File: src/rtl/stcam_pkg.sv
// ---------------------------------------------------------------------------
// stcam_pkg
// Shared definitions for the STCAM lookup controller:
//   - default geometry (key width, number of rows)
//   - request opcode encoding seen on req_op
//   - controller state encoding
// ---------------------------------------------------------------------------
package stcam_pkg;

   localparam int WIDTH_DEF   = 8;
   localparam int ENTRIES_DEF = 16;

   typedef enum logic [1:0] {
      OP_SEARCH = 2'b00,
      OP_WRITE  = 2'b01,
      OP_INVAL  = 2'b10,
      OP_RSVD   = 2'b11
   } op_e;

   typedef enum logic [1:0] {
      ST_IDLE,
      ST_WRITE,
      ST_DRIVE,
      ST_RESP
   } state_e;

endpackage

File: src/rtl/stcam_prio_enc.sv
// ---------------------------------------------------------------------------
// stcam_prio_enc
// Purely combinational priority encoder over the per-row match vector.
// Ports:
//   vec    in  ENTRIES  qualified match lines (bit i = row i matched)
//   hit    out 1        at least one bit set
//   index  out IDX_W    index of the lowest set bit (0 when no bit is set)
//   multi  out 1        more than one bit set
// ---------------------------------------------------------------------------
module stcam_prio_enc
   import stcam_pkg::*;
#(
   parameter int ENTRIES = ENTRIES_DEF,
   parameter int IDX_W   = $clog2(ENTRIES)
) (
   input  logic [ENTRIES-1:0] vec,
   output logic               hit,
   output logic [IDX_W-1:0]   index,
   output logic               multi
);

   // Scanning from the top row down leaves the lowest match in index; any
   // match found while hit is already set means a second row matched.
   always_comb begin
      // NOTE: every output gets a default before the loop, so no path through
      // this block leaves a variable unassigned and no latch is inferred.
      hit   = 1'b0;
      index = '0;
      multi = 1'b0;
      for (int i = ENTRIES - 1; i >= 0; i--) begin
         if (vec[i]) begin
            multi = multi | hit;
            hit   = 1'b1;
            index = IDX_W'(i);
         end
      end
   end

endmodule

File: src/rtl/stcam_lookup_ctrl.sv
// ---------------------------------------------------------------------------
// stcam_lookup_ctrl
// Initiator side of the STCAM row array. Accepts search / write / invalidate
// requests, drives the row array, and returns a priority-encoded search
// result. A per-row valid vector masks match lines of rows never written or
// since invalidated.
// Ports:
//   clk, rst             clock; synchronous active-low reset
//   req_valid/req_ready  request handshake (ready only in IDLE)
//   req_op               00 search, 01 write, 10 invalidate, 11 no effect
//   req_key, req_mask    search key / write data, write don't-care bits
//   req_index            target row for write / invalidate
//   arr_we               one-hot row write enable (WRITE state only)
//   arr_search_bits      key or write data broadcast to every row
//   arr_dont_care_bits   write mask during WRITE, 0 otherwise
//   arr_match            per-row match lines from the array
//   rsp_valid/rsp_ready  response handshake
//   rsp_hit/index/multi  search result (lowest matching valid row)
// ---------------------------------------------------------------------------
module stcam_lookup_ctrl
   import stcam_pkg::*;
#(
   parameter int WIDTH   = WIDTH_DEF,
   parameter int ENTRIES = ENTRIES_DEF,
   parameter int IDX_W   = $clog2(ENTRIES)
) (
   input  logic               clk,
   input  logic               rst,
   input  logic               req_valid,
   output logic               req_ready,
   input  logic [1:0]         req_op,
   input  logic [WIDTH-1:0]   req_key,
   input  logic [WIDTH-1:0]   req_mask,
   input  logic [IDX_W-1:0]   req_index,
   output logic [ENTRIES-1:0] arr_we,
   output logic [WIDTH-1:0]   arr_search_bits,
   output logic [WIDTH-1:0]   arr_dont_care_bits,
   input  logic [ENTRIES-1:0] arr_match,
   output logic               rsp_valid,
   input  logic               rsp_ready,
   output logic               rsp_hit,
   output logic [IDX_W-1:0]   rsp_index,
   output logic               rsp_multi
);

   // Compared one bit wider so that ENTRIES itself is representable even when
   // IDX_W is exactly $clog2(ENTRIES).
   function automatic logic in_range(input logic [IDX_W-1:0] idx);
      return {1'b0, idx} < (IDX_W + 1)'(ENTRIES);
   endfunction

   function automatic logic [ENTRIES-1:0] row_sel(input logic [IDX_W-1:0] idx);
      return in_range(idx) ? (ENTRIES'(1) << idx) : '0;
   endfunction

   state_e             state_q,  state_d;
   logic               ready_q,  ready_d;
   logic [WIDTH-1:0]   key_q,    key_d;
   logic [WIDTH-1:0]   mask_q,   mask_d;
   logic [IDX_W-1:0]   idx_q,    idx_d;
   logic [ENTRIES-1:0] valid_q,  valid_d;
   logic [ENTRIES-1:0] match_q,  match_d;

   logic               accept;
   logic               enc_hit;
   logic [IDX_W-1:0]   enc_index;
   logic               enc_multi;

   assign accept = req_valid && ready_q;

   always_comb begin
      state_d = state_q;
      key_d   = key_q;
      mask_d  = mask_q;
      idx_d   = idx_q;
      valid_d = valid_q;
      match_d = match_q;

      unique case (state_q)
         ST_IDLE: begin
            if (accept) begin
               key_d  = req_key;
               mask_d = req_mask;
               idx_d  = req_index;
               case (op_e'(req_op))
                  OP_SEARCH: state_d = ST_DRIVE;
                  // Out-of-range writes are consumed without touching the array.
                  OP_WRITE:  if (in_range(req_index)) state_d = ST_WRITE;
                  OP_INVAL:  valid_d = valid_q & ~row_sel(req_index);
                  default:   ;
               endcase
            end
         end
         ST_WRITE: begin
            valid_d = valid_q | row_sel(idx_q);
            state_d = ST_IDLE;
         end
         ST_DRIVE: begin
            // Match lines of unwritten / invalidated rows are discarded here.
            match_d = arr_match & valid_q;
            state_d = ST_RESP;
         end
         ST_RESP: begin
            if (rsp_ready) state_d = ST_IDLE;
         end
         default: state_d = ST_IDLE;
      endcase

      // Registered ready: low while reset is applied, and never a function of
      // the current cycle's request inputs.
      ready_d = (state_d == ST_IDLE);
   end

   always_ff @(posedge clk) begin
      if (!rst) begin
         state_q <= ST_IDLE;
         ready_q <= 1'b0;
         key_q   <= '0;
         mask_q  <= '0;
         idx_q   <= '0;
         // NOTE: valid_q must be cleared by reset -- it is the only thing that
         // stops stale array contents from hitting after reset.
         valid_q <= '0;
         match_q <= '0;
      end else begin
         // NOTE: non-blocking assignments so every flop samples the pre-edge
         // values computed by the always_comb block.
         state_q <= state_d;
         ready_q <= ready_d;
         key_q   <= key_d;
         mask_q  <= mask_d;
         idx_q   <= idx_d;
         valid_q <= valid_d;
         match_q <= match_d;
      end
   end

   stcam_prio_enc #(
      .ENTRIES (ENTRIES),
      .IDX_W   (IDX_W)
   ) u_prio_enc (
      .vec   (match_q),
      .hit   (enc_hit),
      .index (enc_index),
      .multi (enc_multi)
   );

   // All outputs decode registered state only.
   assign req_ready          = ready_q;
   assign arr_we             = (state_q == ST_WRITE) ? row_sel(idx_q) : '0;
   assign arr_search_bits    = (state_q == ST_WRITE || state_q == ST_DRIVE) ? key_q : '0;
   assign arr_dont_care_bits = (state_q == ST_WRITE) ? mask_q : '0;
   assign rsp_valid          = (state_q == ST_RESP);
   assign rsp_hit            = rsp_valid & enc_hit;
   assign rsp_index          = rsp_valid ? enc_index : '0;
   assign rsp_multi          = rsp_valid & enc_multi;

endmodule

File: config.mk
export PLATFORM = sky130hd
export DESIGN_NAME = stcam_lookup_ctrl
export DESIGN_NICKNAME = d
export VERILOG_FILES = /design/src/rtl/stcam_pkg.sv /design/src/rtl/stcam_prio_enc.sv /design/src/rtl/stcam_lookup_ctrl.sv
export SDC_FILE = /design/constraint.sdc
export NUM_CORES = 1
export LEC_CHECK = 0
export ABC_AREA = 1
export ABC_CLOCK_PERIOD_IN_PS = 1400
export BUFFER_PORTS_ARGS = -buffer_cell sky130_fd_sc_hd__buf_2
export CORE_AREA = 2 2 92 94
export CTS_CLUSTER_DIAMETER = 30
export DETAILED_ROUTE_END_ITERATION = 16
export DIE_AREA = 0 0 94 96
export GPL_TIMING_DRIVEN = 0
export PLACE_DENSITY = 0.59
export SYNTH_ARGS = -nofsm -noshare
export SYNTH_HDL_FRONTEND = slang
export SYNTH_SLANG_ARGS = --single-unit
export TNS_END_PERCENT = 10
File: constraint.sdc
create_clock -name clk -period 1.4 [get_ports clk]
set_input_delay 0.14 -clock clk [delete_from_list [all_inputs] [get_ports clk]]
set_output_delay 0.14 -clock clk [all_outputs]
set_load 0.005 [all_outputs]
==> reports/metrics.csv, run 1 <==
stage,metric,value,unit
setup_path,endpoint_kind,output port,
sta,maxSlewViolCount,0,
sta,hold_slack,0.05374,ns
global_route,grt_remaining_overflow,0,
finish,multi_input_area,1593,um2
cts,clockBufferDepth,2,
setup_path,crit_type,flip-flop to output port,
logic_synthesis,avgSynthCellArea,6.952,um2
route,vias,2997,
logic_synthesis,synth_top_area_share,40.61,%
cts,htreeDepth,2,
floorplanning,io-pin-count,82,
sta,worst_slack,-0.4459,ns
logic_synthesis,synth-edff-count,0,
logic_synthesis,ys_types,28,
setup_path,cp.arrival,1.71,ns
floorplanning,core_area,8051,um2
cts,cts_hold_buf,0,
pwr,powerDensity,1566,nW/um2
route,drc,0,
logic_synthesis,async_flop_share,0,%
setup_path,cp-start-kind,flip-flop,
job,drv_cap,0,
floorplanning,start_util,33.68,%
global_route,grt_pass1_wl,13.51,mm
finish,fillers,799,
logic_synthesis,synth_top_area_cell,dfxtp_1,
global_route,grt_pass1_vias,2904,
pwr,irDropWorstVdd,0.7010,mV
global_route,antenna_found_initial,0,
cts,clk_pin_slew,0.10,ns
pwr,static-leakage-power,1.839,nW
floorplanning,dieArea,9024,um2
logic_synthesis,synth_area_leaders,"dfxtp_1 41%, nor2_1 9.6%, inv_1 8.3%",
pwr,internal-power,3.598,mW
finish,area_delta_synth_final,44.72,%
logic_synthesis,synth_nets,437,
run_status,run_status,"complete, but fails checks",
logic_synthesis,synth_area,2711,um2
sta,finalHoldViolCount,0,
pwr,pwr-share-clk,15.8,%
global_route,gr-usage-all-layers,18.85,%
cts,cts-root-buf,clkbuf_8,
place,portBuffers,81,
pwr,pwr-share-seq,34.1,%
sta,rsz0062_at_grt,true,
route,drt_first_iter_violations,91,
finish,seq_area,1120,um2
route,drt-pass1-iter-count,4,
floorplanning,die_h,96,um
place,dpl_worst_slack,-0.3189,ns
place,dpl_cell_area,3272,um2
finish,nNetsFinal,552,
cts,tritoncts,built,
sta,fin_skew,0.007425,ns
logic_synthesis,post-synth-top-count-cell,nor2_1,
sta,setup-violations-final,54,
floorplanning,num_rows,33,
cts,cts_buffers,5,
global_route,grt_max_degree,16,
setup_path,critPathMaxFanout,4,
finish,design_area,3924,um2
sta,timing.final.crit_share,131.9,%
sta,tns,-7.664,ns
hold_path,hp-class,primary input to flip-flop,
logic_synthesis,postSynthCellCount,390,
logic_synthesis,ys_ff_latch,55,
finish,n_antenna_cell,0,
floorplanning,fp.dieW,94,um
sta,max_freq,541.7,MHz
setup_path,cp.required,1.26,ns
pwr,swShare,41.43,%
sta,slew_headroom,57.03,%
route,wirelength,8.608,mm
sta,timing.final.crit_period,1.846,ns
sta,worst_pin_slew,0.6446,ns
route,ant_nets,0,
place,hpwl,6.105,mm
logic_synthesis,synth_flop_cell,dfxtp_1,
pwr,p_switching,2.545,mW
logic_synthesis,synth_common_cells,"69 x nor2_1, 60 x inv_1, 55 x dfxtp_1",
route,via_per_inst,4.905,
pwr,power,6.143,mW
pwr,power_frac_comb,50.1,%
logic_synthesis,seq_area_frac_synth,40.61,%
cts,clock_sinks,55,
place,place.gp.congestion,0.8694,
finish,drive_above_1_share,39.92,%
route,wl_per_cell,14.09,um
run_status,violations,negative setup slack,
cts,insertion_delay,0.30,ns
logic_synthesis,synth_warnings,0,
flip-flops by register name, indices dropped and copies added, names as in the netlist:
signal / count
match_q: 16
key_q: 8
state_q: 2
valid_q: 16
mask_q: 8
req_ready: 1
idx_q: 4
power by group through the flow:
stage | combinational [mW] | clock [mW] | sequential, mW
after floorplan | 1.60 | 0 | 2.02
after global placement | 2.13 | 0 | 2.06
after detailed placement | 2.17 | 0 | 2.07
after CTS | 2.78 | 0.985 | 2.09
after global routing | 3.41 | 1.05 | 2.13
final | 3.08 | 0.973 | 2.09
what timing repair did:
action                                  CTS  global route
setup buffers                            22             4
gates cloned                              1             1
gates resized for setup                  80            44
endpoints found under the setup margin   92            89
pin swaps                                23            15
stage by stage:
step	cells	utilization (%)
final	611	48.73
after global routing	611	48.73
after CTS	606	46.76
after detailed placement	576	40.64
after global placement	576	40.64
after floorplan	390	-
area by class of cell:
class | instances | share of cell area, %
timing repair buffer | 108 | 15.78
multi-input combinational | 259 | 40.59
tap | 105 | 3.348
clock buffer | 8 | 2.551
buffer | 13 | 2.710
sequential | 55 | 28.54
timing repair inverter | 1 | 0.2232
inverter | 62 | 6.250
per-layer routing:
layer / wire length [um] / GRT usage (%)
met1: 3869 / 23.88
met2: 4148 / 33.33
met3: 523 / 4.385
met4: 68 / 3.019
met5: 0 / 0
cell usage in the layout, fill, tap and decap left out, types with 3 or more instances in the layout:
cell type   n
buf_6       5
dfxtp_4     3
a211oi_1   26
inv_2      10
inv_4       3
nor3_2      3
nand2_1    44
buf_4      26
clkbuf_1    5
clkbuf_8    7
buf_2      82
nor2_2     15
nor2_1     40
a21oi_1    40
buf_8       3
nand2_2     3
nand3_1     3
inv_1      48
o21ai_0    28
dfxtp_2     6
nor2_4     16
a211oi_2    3
nor3_1     15
dfxtp_1    46
cells by family (layout without fill, tap and decap cells):
| kind of cell | Yosys count | after routing | share of synthesized area, % |
|---|---|---|---|
| adder cells (fa/ha/maj) | 5 | 5 | 2.307 |
| AO/OA/AOI/OAI | 108 | 108 | 23.63 |
| buffers and inverters | 76 | 192 | 10.84 |
| AND/OR/NAND/NOR | 146 | 146 | 22.61 |
| flip-flops | 55 | 55 | 40.61 |
worst max-delay path, stage by stage (launching register included):
cell,delay (ns)
dfxtp_1,0.35
nor2_2,0.20
nand2_1,0.15
nor2_2,0.16
nand2_1,0.08
nor2_1,0.15
a21oi_1,0.06
nor2_1,0.09
nor2_1,0.04
buf_2,0.12
worst paths after layout:
| path | slack (ns) | endpoint | depth (start not counted) | from |
|---|---|---|---|---|
| worst max-delay path | -0.45 | rsp_multi | 9 | match_q[4] |
| worst min-delay path | 0.05 | mask_q[7] | 3 | req_mask[7] |
| worst max register to register | -0.22 | valid_q[7] | 10 | state_q[0] |
| worst min register to register | 0.49 | match_q[14] | 2 | match_q[14] |
Note: power is estimated with default switching activity, not from simulation.
==> run 2: changes to the inputs <==
--- a/config.mk
+++ b/config.mk
@@ -8,12 +8,12 @@
 export ABC_AREA = 1
 export ABC_CLOCK_PERIOD_IN_PS = 1400
 export BUFFER_PORTS_ARGS = -buffer_cell sky130_fd_sc_hd__buf_2
-export CORE_AREA = 2 2 92 94
+export CORE_AREA = 2 2 80 82
 export CTS_CLUSTER_DIAMETER = 30
 export DETAILED_ROUTE_END_ITERATION = 16
-export DIE_AREA = 0 0 94 96
+export DIE_AREA = 0 0 82 84
 export GPL_TIMING_DRIVEN = 0
-export PLACE_DENSITY = 0.59
+export PLACE_DENSITY = 0.74
 export SYNTH_ARGS = -nofsm -noshare
 export SYNTH_HDL_FRONTEND = slang
 export SYNTH_SLANG_ARGS = --single-unit
==> run 2 against run 1 <==
The flow still finishes with violations (negative setup slack). Clock power rose by 14%. Sequential power barely moved. Clock skew rose by 0.0045 ns. Via count rose by 1.3%. Critical path depth rose by 6. Core utilization rose by 15 points. Register-to-register slack improved by 0.02 ns. Total power rose by 1.8%. Die area fell by 24%.
==> reports/metrics.csv, run 2 (same netlist as run 1, synthesis figures left out) <==
stage,metric,value,unit
sta,max_freq,558.2,MHz
setup_path,path_cells,"inv_1, nand2_1, nand2_1, nand2_1, nand2_1, nand2_1, nand2_1, nand2_1, nand2_1, nand2_1, nand2_1, nand2_1, nand2_1, a21oi_1, buf_2",
setup_path,critical_path.max_stage_delay,0.36,ns
setup_path,critPathMaxFanout,3,
setup_path,cp-start-kind,flip-flop,
place,portBuffers,81,
cts,clk_pin_slew,0.10,ns
setup_path,slowest_stage,dfxtp_1,
sta,worst_slack,-0.3913,ns
global_route,antenna_found_initial,0,
route,drc,0,
finish,area_delta_synth_final,43.42,%
floorplanning,io-pin-count,82,
run_status,run_status,"complete, but fails checks",
sta,maxSlewViolCount,0,
cts,insertion_delay,0.32,ns
finish,drive_above_1_share,40.32,%
setup_path,crit_type,flip-flop to output port,
place,place.gp.congestion,0.8897,
route,wl_met1,3.474,mm
route,drt_first_iter_violations,252,
route,wirelength,8.449,mm
setup_path,endpoint_kind,output port,
sta,finalHoldViolCount,0,
floorplanning,fp.dieW,82,um
global_route,grt_pass1_wl,13.02,mm
place,dp_cells,548,
sta,timing.final.crit_period,1.791,ns
sta,tns,-8.409,ns
finish,top_regs,"match_q (16), valid_q (16)",
setup_path,cp.arrival,1.65,ns
floorplanning,start_util,44.48,%
sta,setup-violations-final,55,
global_route,grt_remaining_overflow,0,
pwr,powerDensity,1608,nW/um2
sta,rsz0062_at_grt,true,
pwr,static-leakage-power,1.814,nW
route,top_layer,met4,
route,wl_met2,4.079,mm
route,ant_nets,0,
finish,layout_common_cells,"82 x buf_2, 46 x inv_1, 45 x dfxtp_1, 44 x nand2_1, 40 x a21oi_1",
finish,n_antenna_cell,0,
cts,cts_buffers,5,
pwr,irDropWorstVdd,0.8825,mV
finish,final_common_cell,buf_2,
setup_path,crit_top_cell,nand2_1,
job,drv_cap,0,
floorplanning,dieArea,6888,um2
global_route,gr-usage-all-layers,24.10,%
floorplanning,die_h,84,um
cts,cts-root-buf,clkbuf_8,
route,wl_per_cell,14.62,um
route,drt-pass1-iter-count,5,
floorplanning,num_rows,29,
route,wl_met3,690,um
hold_path,hp-class,primary input to flip-flop,
cts,clockBufferDepth,2,
sta,worst_pin_slew,0.6110,ns
global_route,grt_pass1_vias,2833,
cts,cts_hold_buf,0,
sta,fin_skew,0.01190,ns
sta,slew_headroom,59.27,%
finish,nNetsFinal,547,
sta,timing.final.crit_share,128.0,%
cts,htreeDepth,2,
cts,tritoncts,built,
route,vias,3035,
global_route,grt_max_degree,17,
floorplanning,core_area,6096,um2
cts,clock_sinks,55,
route,via_per_inst,5.251,
place,hpwl,5.800,mm
setup_path,cp.required,1.26,ns
finish,stdcell_count,578,
run_status,violations,negative setup slack,
==> run 2: cell count changes in the layout (fill, tap and decap cells not counted), moves of 2 or more <==
| cell | previous run | this run |
|---|---|---|
| o21ai_0 | 28 | 26 |
| inv_1 | 48 | 46 |
| o21ai_1 | 0 | 3 |
| nor2_4 | 16 | 18 |
| buf_4 | 26 | 20 |
==> run 2: layout make-up <==
cell class                      count  area, um2
Buffer                             14      117.6
Clock buffer                        6      82.58
Clock inverter                      2      35.03
Fill cell                         536       2207
Inverter                           62      247.7
Multi-Input combinational cell    259       1603
Sequential cell                    55       1124
Tap cell                           77      96.34
Timing Repair Buffer              102      574.3
Timing Repair inverter              1      8.758
==> run 2: critical path, delay by kind of cell (launching register included) <==
family	cells	cell delay, ns
AND/OR/NAND/NOR	12	0.65
flip-flops	1	0.36
buffers and inverters	2	0.20
AO/OA/AOI/OAI	1	0.11
==> run 2: what timing repair did <==
item / CTS / global route
endpoints found under the setup margin: 90 / 84
resized for setup: 88 / 48
pin swaps: 19 / 17
buffers inserted: 14 / 6
gates cloned: 1 / 1
==> run 2: routing by layer <==
layer | global-route usage (%) | vias up
met5 | 0 | -
met4 | 7.576 | 0
met3 | 5.628 | 23
met2 | 40.13 | 144
met1 | 30.29 | 1365
li1 | - | 1503
==> run 2: stage by stage <==
| step | hold slack (ns) | setup slack [ns] | utilization [%] | total power [mW] | area (um2) |
|---|---|---|---|---|---|
| after floorplan | 0.2715 | -0.03300 | - | 3.626 | 2735 |
| after global placement | 0.3617 | -0.2597 | 53.10 | 4.171 | 3237 |
| after detailed placement | 0.3691 | -0.2858 | 53.10 | 4.216 | 3237 |
| after CTS | 0.03718 | -0.3757 | 60.94 | 5.934 | 3715 |
| after global routing | 0.04010 | -0.5376 | 63.79 | 6.679 | 3889 |
| final | 0.03845 | -0.3913 | 63.79 | 6.255 | 3889 |
==> run 2: power breakdown <==
part | internal [mW] | total (mW) | switching (mW)
clock network | 0.580 | 1.11 | 0.533
registers | 1.88 | 2.12 | 0.243
logic | 1.25 | 3.02 | 1.77
==> run 2: final timing paths <==
| kind | endpoint | cells after the start | slack, ns | start |
|---|---|---|---|---|
| max | rsp_index[0] | 15 | -0.39 | match_q[13] |
| min reg2reg | valid_q[15] | 2 | 0.48 | valid_q[15] |
| max reg2reg | valid_q[4] | 9 | -0.20 | state_q[0] |
| min | mask_q[7] | 3 | 0.04 | req_mask[7] |
